===== src/rtl/jedro_1_defines.sv =====
// ---------------------------------------------------------------------------
// jedro_1_defines
//   Shared definitions for the fetch->decode receive buffer.
//   DATA_WIDTH    : instruction / address width
//   NOP_INSTR     : word presented on instr_o whenever nothing is valid
//   state_t       : buffer state (EMPTY / BUSY / FULL)
//   ifetch_word_t : one buffered word {instr, addr, illegal}
//   Optional feature macro: JEDRO_1_ILLEGAL_CHECK_EN (see jedro_1_instr_rx).
// ---------------------------------------------------------------------------
package jedro_1_defines;

   localparam int DATA_WIDTH = 32;
   localparam logic [DATA_WIDTH-1:0] NOP_INSTR = 32'h0000_0013;

   typedef enum logic [1:0] {
      EMPTY = 2'd0,
      BUSY  = 2'd1,
      FULL  = 2'd2
   } state_t;

   typedef struct packed {
      logic [DATA_WIDTH-1:0] instr;
      logic [DATA_WIDTH-1:0] addr;
      logic                  illegal;
   } ifetch_word_t;

   localparam ifetch_word_t RESET_WORD = '{instr: NOP_INSTR, addr: '0, illegal: 1'b0};

   // Non-compressed encoding must end in 2'b11 and the PC must be word aligned.
   function automatic logic word_is_illegal(input logic [DATA_WIDTH-1:0] instr,
                                            input logic [DATA_WIDTH-1:0] addr);
      return (instr[1:0] != 2'b11) || (addr[1:0] != 2'b00);
   endfunction

endpackage


===== src/rtl/jedro_1_instr_reg.sv =====
// ---------------------------------------------------------------------------
// jedro_1_instr_reg
//   One ifetch_word_t register with load enable. Async reset to
//   {NOP_INSTR, 0, 0}.
//   Ports:
//     i_clk   clock (rising edge)
//     i_rst   async reset, active high
//     i_load  load i_word on the next rising edge
//     i_word  word to store
//     o_word  stored word
// ---------------------------------------------------------------------------
module jedro_1_instr_reg
   import jedro_1_defines::*;
(
   input  logic         i_clk,
   input  logic         i_rst,
   input  logic         i_load,
   input  ifetch_word_t i_word,
   output ifetch_word_t o_word
);

   ifetch_word_t r_word;

   always_ff @(posedge i_clk or posedge i_rst) begin
      if (i_rst) begin
         r_word <= RESET_WORD;
      end else if (i_load) begin
         r_word <= i_word;
      end
   end

   assign o_word = r_word;

endmodule


===== src/rtl/jedro_1_instr_rx.sv =====
// ---------------------------------------------------------------------------
// jedro_1_instr_rx
//   Receiving end of the fetch->decode handshake. Accepts {instr,addr} from
//   the IFU, buffers up to two words (main + skid) and presents them to
//   decode. ready_o comes straight from the state flop, so a decode stall
//   never reaches the IFU combinationally. flush_i drops all buffered work.
//
//   Handshake: a transfer happens on a rising edge where valid and ready of
//   that pair are both high. valid may drop without a transfer; the side
//   raising valid holds the data stable until it is taken or withdrawn.
//
//   Ports:
//     clk_i, rst_i          clock, async active-high reset
//     instr_i, addr_i       word from IFU
//     valid_i / ready_o     IFU-side handshake
//     flush_i               discard all buffered words (highest priority)
//     instr_o, addr_o       word to decode (NOP / 0 when not valid)
//     valid_o / ready_i     decode-side handshake
//     illegal_o             fault flag for the current output word
//     occ_o                 words held (0..2)
//     xfer_cnt_o            count of non-flushed decode transfers (wraps)
//
//   Macro JEDRO_1_ILLEGAL_CHECK_EN: when defined, each word gets an illegal
//   flag computed at load time and stored alongside it; when undefined,
//   illegal_o is tied low.
// ---------------------------------------------------------------------------
module jedro_1_instr_rx
   import jedro_1_defines::*;
#(
   parameter int CNT_WIDTH = 32
) (
   input  logic                  clk_i,
   input  logic                  rst_i,
   input  logic [DATA_WIDTH-1:0] instr_i,
   input  logic [DATA_WIDTH-1:0] addr_i,
   input  logic                  valid_i,
   output logic                  ready_o,
   input  logic                  flush_i,
   output logic [DATA_WIDTH-1:0] instr_o,
   output logic [DATA_WIDTH-1:0] addr_o,
   output logic                  valid_o,
   input  logic                  ready_i,
   output logic                  illegal_o,
   output logic [1:0]            occ_o,
   output logic [CNT_WIDTH-1:0]  xfer_cnt_o
);

   state_t               r_state;
   state_t               w_next;
   logic                 w_in_xfer;
   logic                 w_out_xfer;
   logic                 w_main_ld;
   logic                 w_main_from_skid;
   logic                 w_skid_ld;
   ifetch_word_t         w_in_word;
   ifetch_word_t         w_main_d;
   ifetch_word_t         w_main_q;
   ifetch_word_t         w_skid_q;
   logic [CNT_WIDTH-1:0] r_xfer_cnt;

   assign w_in_xfer  = valid_i & ready_o;
   assign w_out_xfer = valid_o & ready_i;

   always_ff @(posedge clk_i or posedge rst_i) begin
      if (rst_i) begin
         r_state <= EMPTY;
      end else begin
         r_state <= w_next;
      end
   end

   // Main is only loaded when it is empty or emptied in the same cycle;
   // skid is only loaded from BUSY, so no word is ever overwritten.
   always_comb begin
      w_next           = r_state;
      w_main_ld        = 1'b0;
      w_main_from_skid = 1'b0;
      w_skid_ld        = 1'b0;
      if (flush_i) begin
         w_next = EMPTY;
      end else begin
         case (r_state)
            EMPTY: begin
               if (w_in_xfer) begin
                  w_next    = BUSY;
                  w_main_ld = 1'b1;
               end
            end
            BUSY: begin
               if (w_in_xfer && w_out_xfer) begin
                  w_main_ld = 1'b1;
               end else if (w_in_xfer) begin
                  w_next    = FULL;
                  w_skid_ld = 1'b1;
               end else if (w_out_xfer) begin
                  w_next = EMPTY;
               end
            end
            FULL: begin
               if (w_out_xfer) begin
                  w_next           = BUSY;
                  w_main_ld        = 1'b1;
                  w_main_from_skid = 1'b1;
               end
            end
            default: begin
               w_next = EMPTY;
            end
         endcase
      end
   end

   always_comb begin
      w_in_word.instr = instr_i;
      w_in_word.addr  = addr_i;
`ifdef JEDRO_1_ILLEGAL_CHECK_EN
      w_in_word.illegal = word_is_illegal(instr_i, addr_i);
`else
      w_in_word.illegal = 1'b0;
`endif
   end

   assign w_main_d = w_main_from_skid ? w_skid_q : w_in_word;

   jedro_1_instr_reg u_main (
      .i_clk  (clk_i),
      .i_rst  (rst_i),
      .i_load (w_main_ld),
      .i_word (w_main_d),
      .o_word (w_main_q)
   );

   jedro_1_instr_reg u_skid (
      .i_clk  (clk_i),
      .i_rst  (rst_i),
      .i_load (w_skid_ld),
      .i_word (w_in_word),
      .o_word (w_skid_q)
   );

   always_ff @(posedge clk_i or posedge rst_i) begin
      if (rst_i) begin
         r_xfer_cnt <= '0;
      end else if (!flush_i && w_out_xfer) begin
         r_xfer_cnt <= r_xfer_cnt + {{(CNT_WIDTH-1){1'b0}}, 1'b1};
      end
   end

   assign valid_o    = (r_state != EMPTY);
   assign ready_o    = (r_state != FULL);
   assign instr_o    = valid_o ? w_main_q.instr : NOP_INSTR;
   assign addr_o     = valid_o ? w_main_q.addr  : '0;
   assign xfer_cnt_o = r_xfer_cnt;

   always_comb begin
      case (r_state)
         BUSY:    occ_o = 2'd1;
         FULL:    occ_o = 2'd2;
         default: occ_o = 2'd0;
      endcase
   end

`ifdef JEDRO_1_ILLEGAL_CHECK_EN
   assign illegal_o = valid_o & w_main_q.illegal;
`else
   logic w_unused_flag;
   assign w_unused_flag = w_main_q.illegal;
   assign illegal_o     = 1'b0;
`endif

endmodule


===== config.mk =====
export PLATFORM = sky130hd
export DESIGN_NAME = jedro_1_instr_rx
export DESIGN_NICKNAME = d
export VERILOG_FILES = /design/src/rtl/jedro_1_defines.sv /design/src/rtl/jedro_1_instr_reg.sv /design/src/rtl/jedro_1_instr_rx.sv
export SDC_FILE = /design/constraint.sdc
export NUM_CORES = 1
export LEC_CHECK = 0
export ABC_AREA = 1
export BUFFER_PORTS_ARGS = -buffer_cell sky130_fd_sc_hd__buf_2
export CORE_ASPECT_RATIO = 1.4
export CORE_MARGIN = 4
export CORE_UTILIZATION = 27
export DETAILED_ROUTE_END_ITERATION = 6
export GPL_TIMING_DRIVEN = 0
export PLACE_DENSITY = 0.44
export SLEW_MARGIN = 20
export SYNTH_ARGS = -nofsm -noshare
export SYNTH_HDL_FRONTEND = slang
export SYNTH_SLANG_ARGS = --single-unit

===== constraint.sdc =====
create_clock -name clk_i -period 9.83 [get_ports clk_i]
set_input_delay 0.4915 -clock clk_i [delete_from_list [all_inputs] [get_ports clk_i]]
set_output_delay 0.4915 -clock clk_i [all_outputs]
set_load 0.02 [all_outputs]

Yosys cells after proc, flatten, opt, wreduce, memory -nomap -nowiden:

Index checks and enable logic that the tools add are counted.

* bits of input ports: 69
* flip-flop bits (word level): 162
* word-level logic and storage cells: 43
* output and inout bits: 101

* reduce and logical (&&, ||, !) cells: 6
* add/sub/neg operators: 1
* bitwise operators: 2
* mux-type cells: 21
* equality and inequality tests: 7

Operators by type and width (count)
* two-way mux 65 bit: 1
* two-way mux 32 bit: 2
* adder 32 x 1 -> 32 bit (second input constant): 1
* two-way mux 2 bit: 6
* two-way mux 1 bit: 9
* != test 3 bit (second input constant): 3
* case mux 2 bit (3 select lines): 1
* != test 4 bit (second input constant): 1
* case mux 2 bit (2 select lines): 1
* AND reduction 4 bit: 1
* case mux 1 bit (3 select lines): 1
* bitwise AND 1 bit: 2
* == test 2 x 1 -> 1 bit (second input constant): 1
* == test 2 bit (second input constant): 1
* logical AND 1 bit: 2
* logical NOT 2 bit: 1
* != test 2 bit (second input constant): 1
* nonzero test 2 bit: 1
* logical NOT 1 bit: 1

Depth between registers and ports, before layout:

Gate-level depths: netlist (run 1).

* depth in word-level cells: 7
* gate-level depth with buffers: 9
* gate-level depth less buffers: 9

Cells and area by module:

From an unflattened synthesis (run 1), not the netlist that was laid out.

* cell total of the unflattened synthesis: 1026
* area, all modules: 8451.9 um2

Modules (own cells, without submodules)
* jedro_1_instr_reg: sequential area each 1630.3 um2, cells an instance 276, area each 2479.9 um2, instances 2
* jedro_1_instr_rx: sequential area each 850.8 um2, cells an instance 474, area each 3492.1 um2, instances 1

Least setup slack after synthesis (run 1):

OpenSTA, ideal clock, no wires.

* path type: reg2out
* from: reg r_state[0]
* to: out addr_o[0]
* path buffers: 1
* cell stages (with the launch flop): 4
* required time: 9339 ps
* slack: 8232 ps
* data arrival time: 1107 ps
* path through: dfrtp_1 > nor2_4 > clkbuf_1 > nor2_1

* cells in the longest elaborated chain, start to end: 2

RTL lines
* start: declaration: RTL line jedro_1_instr_rx.sv:48 `state_t r_state;`
* start signal: assignment: RTL line jedro_1_instr_rx.sv:68 `r_state <= w_next;`
* nonzero test 2 bit: RTL line jedro_1_instr_rx.sv:149 `assign valid_o = (r_state != EMPTY);`
* two-way mux 32 bit: RTL line jedro_1_instr_rx.sv:152 `assign addr_o = valid_o ? w_main_q.addr : '0;`
* end: declaration: RTL line jedro_1_instr_rx.sv:40 `output logic [DATA_WIDTH-1:0] addr_o,`

Every way passes these cells.

Worst setup path after layout (run 1):

* from: reg r_state[0]
* to: out instr_o[2]

* cells in the longest elaborated chain, start to end: 2

RTL lines
* nonzero test 2 bit: RTL line jedro_1_instr_rx.sv:149
* two-way mux 32 bit: RTL line jedro_1_instr_rx.sv:151 `assign instr_o = valid_o ? w_main_q.instr : NOP_INSTR;`
* end: declaration: RTL line jedro_1_instr_rx.sv:39 `output logic [DATA_WIDTH-1:0] instr_o,`

Every way passes these cells.

==> results of run 1 <==
-- worst max-delay path, cell delays in order (launching register included) --
cell and delay (ns):
dfrtp_1 0.47, nor2_4 0.36, clkbuf_1 0.47, nor2_1 0.14, buf_2 0.19
-- worst max path at each step --
stage                                   end  slack, ns  cells after the start
after floorplan                  r_state[0]       4.97                      1
after global placement    u_main.o_word[58]       2.39                      2
after detailed placement         instr_o[2]       7.65                      4
after CTS                        instr_o[2]       7.17                      4
after global routing             instr_o[2]       7.07                      4
final                            instr_o[2]       7.27                      4
-- stage by stage --
stage               total power (uW)  area (um2)  worst slack [ns]  hold WS, ns   util
global route                    2290       10100              7.07        0.172  0.345
floorplan                       1210        8070              4.97        0.454      -
finish                          2150       10100              7.27        0.119  0.345
global placement                1360        9390              2.39        0.462  0.320
detailed placement              1370        9420              7.65        0.470  0.321
CTS                             2190       10100              7.17        0.161  0.345
-- area by class of cell --
| type | count | share of cell area |
|---|---|---|
| Clock buffer | 22 | 0.0468 |
| Clock inverter | 9 | 0.0222 |
| Multi-Input combinational cell | 653 | 0.303 |
| Sequential cell | 162 | 0.401 |
| Antenna cell | 2 | 0.000494 |
| Buffer | 50 | 0.0345 |
| Inverter | 158 | 0.0593 |
| Tap cell | 380 | 0.0469 |
| Timing Repair Buffer | 169 | 0.0857 |
-- cells by family (layout without fill, tap and decap cells) --
family	count (synthesis)	count (layout)	share of synthesized area
AND/OR/NAND/NOR	440	440	0.221
buffers and inverters	208	408	0.117
AO/OA/AOI/OAI	198	198	0.143
flip-flops	162	162	0.503
XOR/XNOR	13	13	0.0141
adder cells (fa/ha/maj)	1	1	0.00155
other	1	3	0.000465
-- cells in the mapped netlist, types with 6 or more instances --
library cell / n
nand3b_1: 12
dfrtp_1: 156
clkbuf_1: 7
nand3_1: 16
buf_2: 21
o21ai_1: 106
buf_4: 8
xnor2_1: 8
o21a_1: 64
nand2_1: 295
nand4_1: 9
buf_6: 14
dfstp_2: 6
nor2_1: 96
inv_1: 155
o21ai_0: 27
-- sequential cells by signal (all words and copies together) (netlist names) --
signal	count
u_skid.o_word	64
r_state	2
xfer_cnt_o	32
u_main.o_word	64
-- report_power, final --
part	internal [uW]	switching [uW]	total (uW)	leakage [uW]
Combinational	159	286	445	0.00299
Sequential	832	73.0	905	0.00204
Clock	521	282	804	0.000333
-- routing by layer --
layer  part of all wire  routed length, um  vias to the layer above
met3              0.047               1140                       22
met1               0.44              10700                     3285
met5                  0                  0                        -
met2               0.50              12300                      151
met4              0.015                378                        0
li1                   -                  -                     3530
==> key figures, run 1 <==
Critical path
  – Reg2Reg Depth: 7
  – Data required time at the worst endpoint: 9.34 ns
  – Endpoint class of the critical path: output port
  – Worst Setup Path Type: reg2out
  – R2r endpoint: u_main.o_word[3]
  – Worst-path maximum fanout: 10
  – Setup slack, reg-to-reg: 7.95 ns
  – Worst setup startpoint: r_state[0]
  – Critical R2R Launch: r_state[0]
  – Endpoint arrival time on the critical path: 2.07 ns
  – Critical path startpoint category: flop

Clocking
  – Worst-Skew Late Latency: 0.44 ns
  – Hold-fix buffers, CTS: 0
  – Clock-pin slew on the worst setup and hold paths: 0.06 ns
  – CTS tree: built
  – Post-cts resize count: 0
  – Max Buffers Root-to-Sink: 2
  – TritonCTS buffer count: 17
  – Setup bufs post-CTS: 0
  – H-tree depth: 4
  – Root buf cell: clkbuf_16
  – CTS Sinks: 162

Route
  – Routed len/inst: 15.3 um
  – Final wirelength: 24,500 um
  – Drt first pass iters: 4
  – DR vias: 6,988
  – Iter 0 DRT Violations: 246
  – Post-route ant nets: 0
  – Vias per cell: 4.35
  – Post-route DRC: 0

Power and ir drop
  – Worst ir drop on vdd: 0.000114 V
  – Leakage: 0.00536 uW
  – Power density cells: 213 nW/um2

Timing
  – Setup TNS: 0 ns
  – Max Fclk: 0.391 GHz
  – Unrepaired setup endpoints after global routing: no
  – Worst-margin pin slew: 0.650 ns
  – Final setup vio count: 0
  – Crit path time final: 2.56 ns
  – Final Cycle Share: 0.260
  – Clock Skews: 0.00892 ns
  – Slew headroom: 0.567
  – Fin. Hold Viols: 0
  – Slew Limit Fails: 0

Job
  – Max-Cap Viols: 0

GRT
  – Met1 GRT Util: 0.190
  – Met3 usage: 0.0307
  – Vias in the first global route: 7,135
  – Routing usage on met2: 0.265
  – Largest net degree at the start of global routing: 85
  – Grt ovf: 0
  – Antenna violations before repair: 1
  – Global-route wire length before repair: 39,000 um
  – Total GRT Usage: 0.152
  – GRT Max-Usage Layer: met2

Cells and area
  – Fillers: 3,153
  – Post-Layout Cell Count: 1,605
  – Commonest non-fill, non-tap cell in the layout: nand2_1
  – Multi-input logic area: 3070 um2
  – Most frequent cells in the layout: nand2_1, buf_2, dfrtp_1, inv_1, o21ai_1
  – FF/Latch Area: 4060 um2
  – Post-layout nets: 1,281
  – P&R area growth vs syn: 25.5%
  – Share of cells above drive strength 1: 0.214

Floorplanning
  – Row count: 74
  – Core area: 29,400 um2
  – Die H: 213 um
  – Area of the die: 32,800 um2
  – Initial core utilization: 0.275
  – Die width: 154 um
  – # IOs: 170

Synth
  – #FFs+latches synth: 162
  – Mean post-synth cell area: 7.89 um2
  – Dominant cells by area after synthesis: dfrtp_1, nand2_1, inv_1
  – Post-synth ARST share: 1.00
  – Sequential fraction of the synthesis area: 0.503
  – Count of distinct cell types in the synthesized netlist: 27
  – Share of the synthesized area in the top cell type: 0.484
  – Ys flop type: dfrtp_1
  – Post-synth EDFFs: 0
  – Largest area contributor in the netlist: dfrtp_1
  – Mapped Area: 8070 um2
  – Mapped Nets: 1,093
  – Yosys warnings: 0
  – Mapped Cells: 1,023

Place
  – Hpwl dp: 18,000 um
  – Final GP Congestion: 0.781
  – DP Cell Count: 1,572
  – PortBufs: 168

Hold path
  – Worst min path class: in2async

Status
  – Status: finished clean
Note: power is estimated with default switching activity, not from simulation.
==> run 2, diff against run 1 <==
Settings changed: PLACE_DENSITY 0.44 to 0.46.
Clock period 9.83 ns to 2.27 ns, I/O delays scaled along.
==> key figures, run 2 (synthesized netlist as in run 1, its figures left out) <==
Power and ir drop
  – Int Power: 6280 uW (+320%)
  – Part of the power in registers: 0.433 (+0.013)
  – Sw Pwr: 2780 uW (+330%)
  – Power density cells: 842 nW/um2 (+300%)
  – Sw Ratio: 0.307 (+0.00935)
  – Power, Total: 9060 uW (+320%)
  – Leakage: 0.00563 uW (+5.1%)
  – Worst ir drop on vdd: 0.000505 V (+340%)
  – Clk pwr share: 0.343 (-0.030)
  – Combinational share of power: 0.223 (+0.016)

Timing
  – Worst-margin pin slew: 0.591 ns (-0.0583 ns)
  – Unrepaired setup endpoints after global routing: no
  – Fin. Hold Viols: 0 (unchanged)
  – Crit path time final: 2.08 ns
  – Setup WS post-layout: 0.191 ns (-7.08 ns)
  – Final setup vio count: 0 (unchanged)
  – Slew Limit Fails: 0 (unchanged)
  – Max Fclk: 0.481 GHz
  – Slew headroom: 0.605 (+0.0381)
  – Clock Skews: 0.00953 ns (+0.000609 ns)
  – Setup TNS: 0 ns (unchanged)
  – Final Cycle Share: 0.916

Floorplanning
  – Row count: 74 (unchanged)
  – Die H: 213 um (unchanged)
  – # IOs: 170 (unchanged)
  – Initial core utilization: 0.275 (unchanged)
  – Core area: 29,400 um2 (unchanged)
  – Die width: 154 um (unchanged)
  – Area of the die: 32,800 um2 (unchanged)

Cells and area
  – Most frequent cells in the layout: nand2_1, buf_2, dfrtp_1, inv_1, o21ai_1
  – Fillers: 3,107 (-1.5%)
  – Commonest non-fill, non-tap cell in the layout: nand2_1
  – Post-layout nets: 1,350 (+5.4%)
  – Diodes inserted: 0 (-2)
  – Layout Utilization: 0.367 (+0.0218)
  – Share of cells above drive strength 1: 0.207 (-0.00696)
  – P&R area growth vs syn: 33.4%

Critical path
  – Critical R2R Launch: r_state[0]
  – Worst-path maximum fanout: 10 (unchanged)
  – Critical path startpoint category: flop
  – Endpoint arrival time on the critical path: 1.97 ns (-0.10 ns)
  – Worst Setup Path Type: reg2out
  – Data required time at the worst endpoint: 2.16 ns (-7.18 ns)
  – Worst setup startpoint: r_state[0]
  – Endpoint class of the critical path: output port

Clocking
  – H-tree depth: 4 (unchanged)
  – TritonCTS buffer count: 17 (unchanged)
  – Max Buffers Root-to-Sink: 2 (unchanged)
  – Worst-Skew Late Latency: 0.43 ns (about the same)
  – CTS Sinks: 162 (unchanged)
  – Root buf cell: clkbuf_16
  – CTS tree: built
  – Setup bufs post-CTS: 0 (unchanged)
  – Clock-pin slew on the worst setup and hold paths: 0.07 ns (about the same)

GRT
  – Grt ovf: 0 (unchanged)
  – Global-route wire length before repair: 40,400 um (+3.7%)
  – Vias in the first global route: 7,451 (+4.4%)
  – Total GRT Usage: 0.157 (+0.00441)
  – Antenna violations before repair: 0 (-1)
  – Largest net degree at the start of global routing: 31 (-64%)

Job
  – Max-Cap Viols: 0 (unchanged)

Route
  – Drt first pass iters: 4 (unchanged)
  – Post-route ant nets: 0 (unchanged)
  – Vias per cell: 4.33 (-0.45%)
  – Routed len/inst: 14.9 um (-2.6%)
  – Post-route DRC: 0 (unchanged)
  – DR vias: 7,251 (+3.8%)
  – Iter 0 DRT Violations: 280 (+14%)
  – Final wirelength: 24,900 um (+1.5%)

Place
  – Final GP Congestion: 0.802 (+2.6%)
  – Hpwl dp: 18,200 um (+0.98%)
  – Pre-CTS setup slack: 0.346 ns (-7.30 ns)
  – PortBufs: 168 (unchanged)

Status
  – Status: finished clean

Hold path
  – Worst min path class: in2reg
  – Hold_sp: ready_i
==> run 2: cell types whose count changed in the layout (fill, tap and decap cells not counted) <==
cell / delta
clkbuf_2: +3
dlygate4sd3_1: +65
buf_12: +5
diode_2: -2
clkinvlp_4: +1
buf_16: -1
clkbuf_1: -1
clkinv_2: +2
clkbuf_8: -1
inv_8: -1
clkinv_4: +1
bufinv_16: -3
==> run 2: metrics by stage <==
step / area [um2] / hold slack [ns] / instances
after floorplan: 8080 / 0.232 / 1023
after global placement: 9390 / 0.370 / 1571
after detailed placement: 9490 / 0.210 / 1576
after CTS: 10800 / 0.0363 / 1673
after global routing: 10800 / 0.0749 / 1673
final: 10800 / 0.0527 / 1673
==> run 2: power groups by stage <==
| stage | sequential (uW) | combinational, uW | clock, uW |
|---|---|---|---|
| global route | 4010 | 2300 | 3330 |
| CTS | 3930 | 2070 | 3210 |
| detailed placement | 3980 | 1980 | 0 |
| finish | 3930 | 2020 | 3110 |
| global placement | 3960 | 1930 | 0 |
| floorplan | 3950 | 1300 | 0 |
==> run 2: path summary, 6_finish.rpt <==
kind                                      to  slack, ns  cells after the start
max reg2reg                 u_main.o_word[6]       0.35                      6
min reg2reg                u_skid.o_word[37]       0.48                      2
max                               addr_o[26]       0.19                      4
min                               r_state[1]       0.05                      4
max in group asynchronous  u_skid.o_word[37]       0.88                      6
min in group asynchronous      xfer_cnt_o[3]       0.29                      3
==> run 2: cell type report <==
cell class | count | area, um2 | share of cell area
buffer | 50 | 353 | 0.0328
multi-input combinational | 653 | 3070 | 0.285
sequential | 162 | 4060 | 0.377
clock buffer | 23 | 468 | 0.0435
clock inverter | 9 | 154 | 0.0143
timing repair buffer | 238 | 1590 | 0.148
inverter | 158 | 597 | 0.0554
tap | 380 | 475 | 0.0442
==> run 2: layer usage <==
layer | routed length, um | GRT usage
met1 | 11100 | 0.197
met2 | 12600 | 0.276
met3 | 810 | 0.0263
met4 | 355 | 0.0457
met5 | 0 | 0
==> run 2: critical path, stage by stage, from the launching register on <==
cell and delay, ns:
dfrtp_1 0.47, nor2_4 0.42, clkbuf_1 0.38, nor2_1 0.09, buf_2 0.17
==> run 2: repair_timing <==
action,in CTS,in global routing
hold buffers,65,0
setup endpoints to repair,7,1
gates resized for setup,2,2
pin swaps,0,0
hold endpoints to repair,87,0
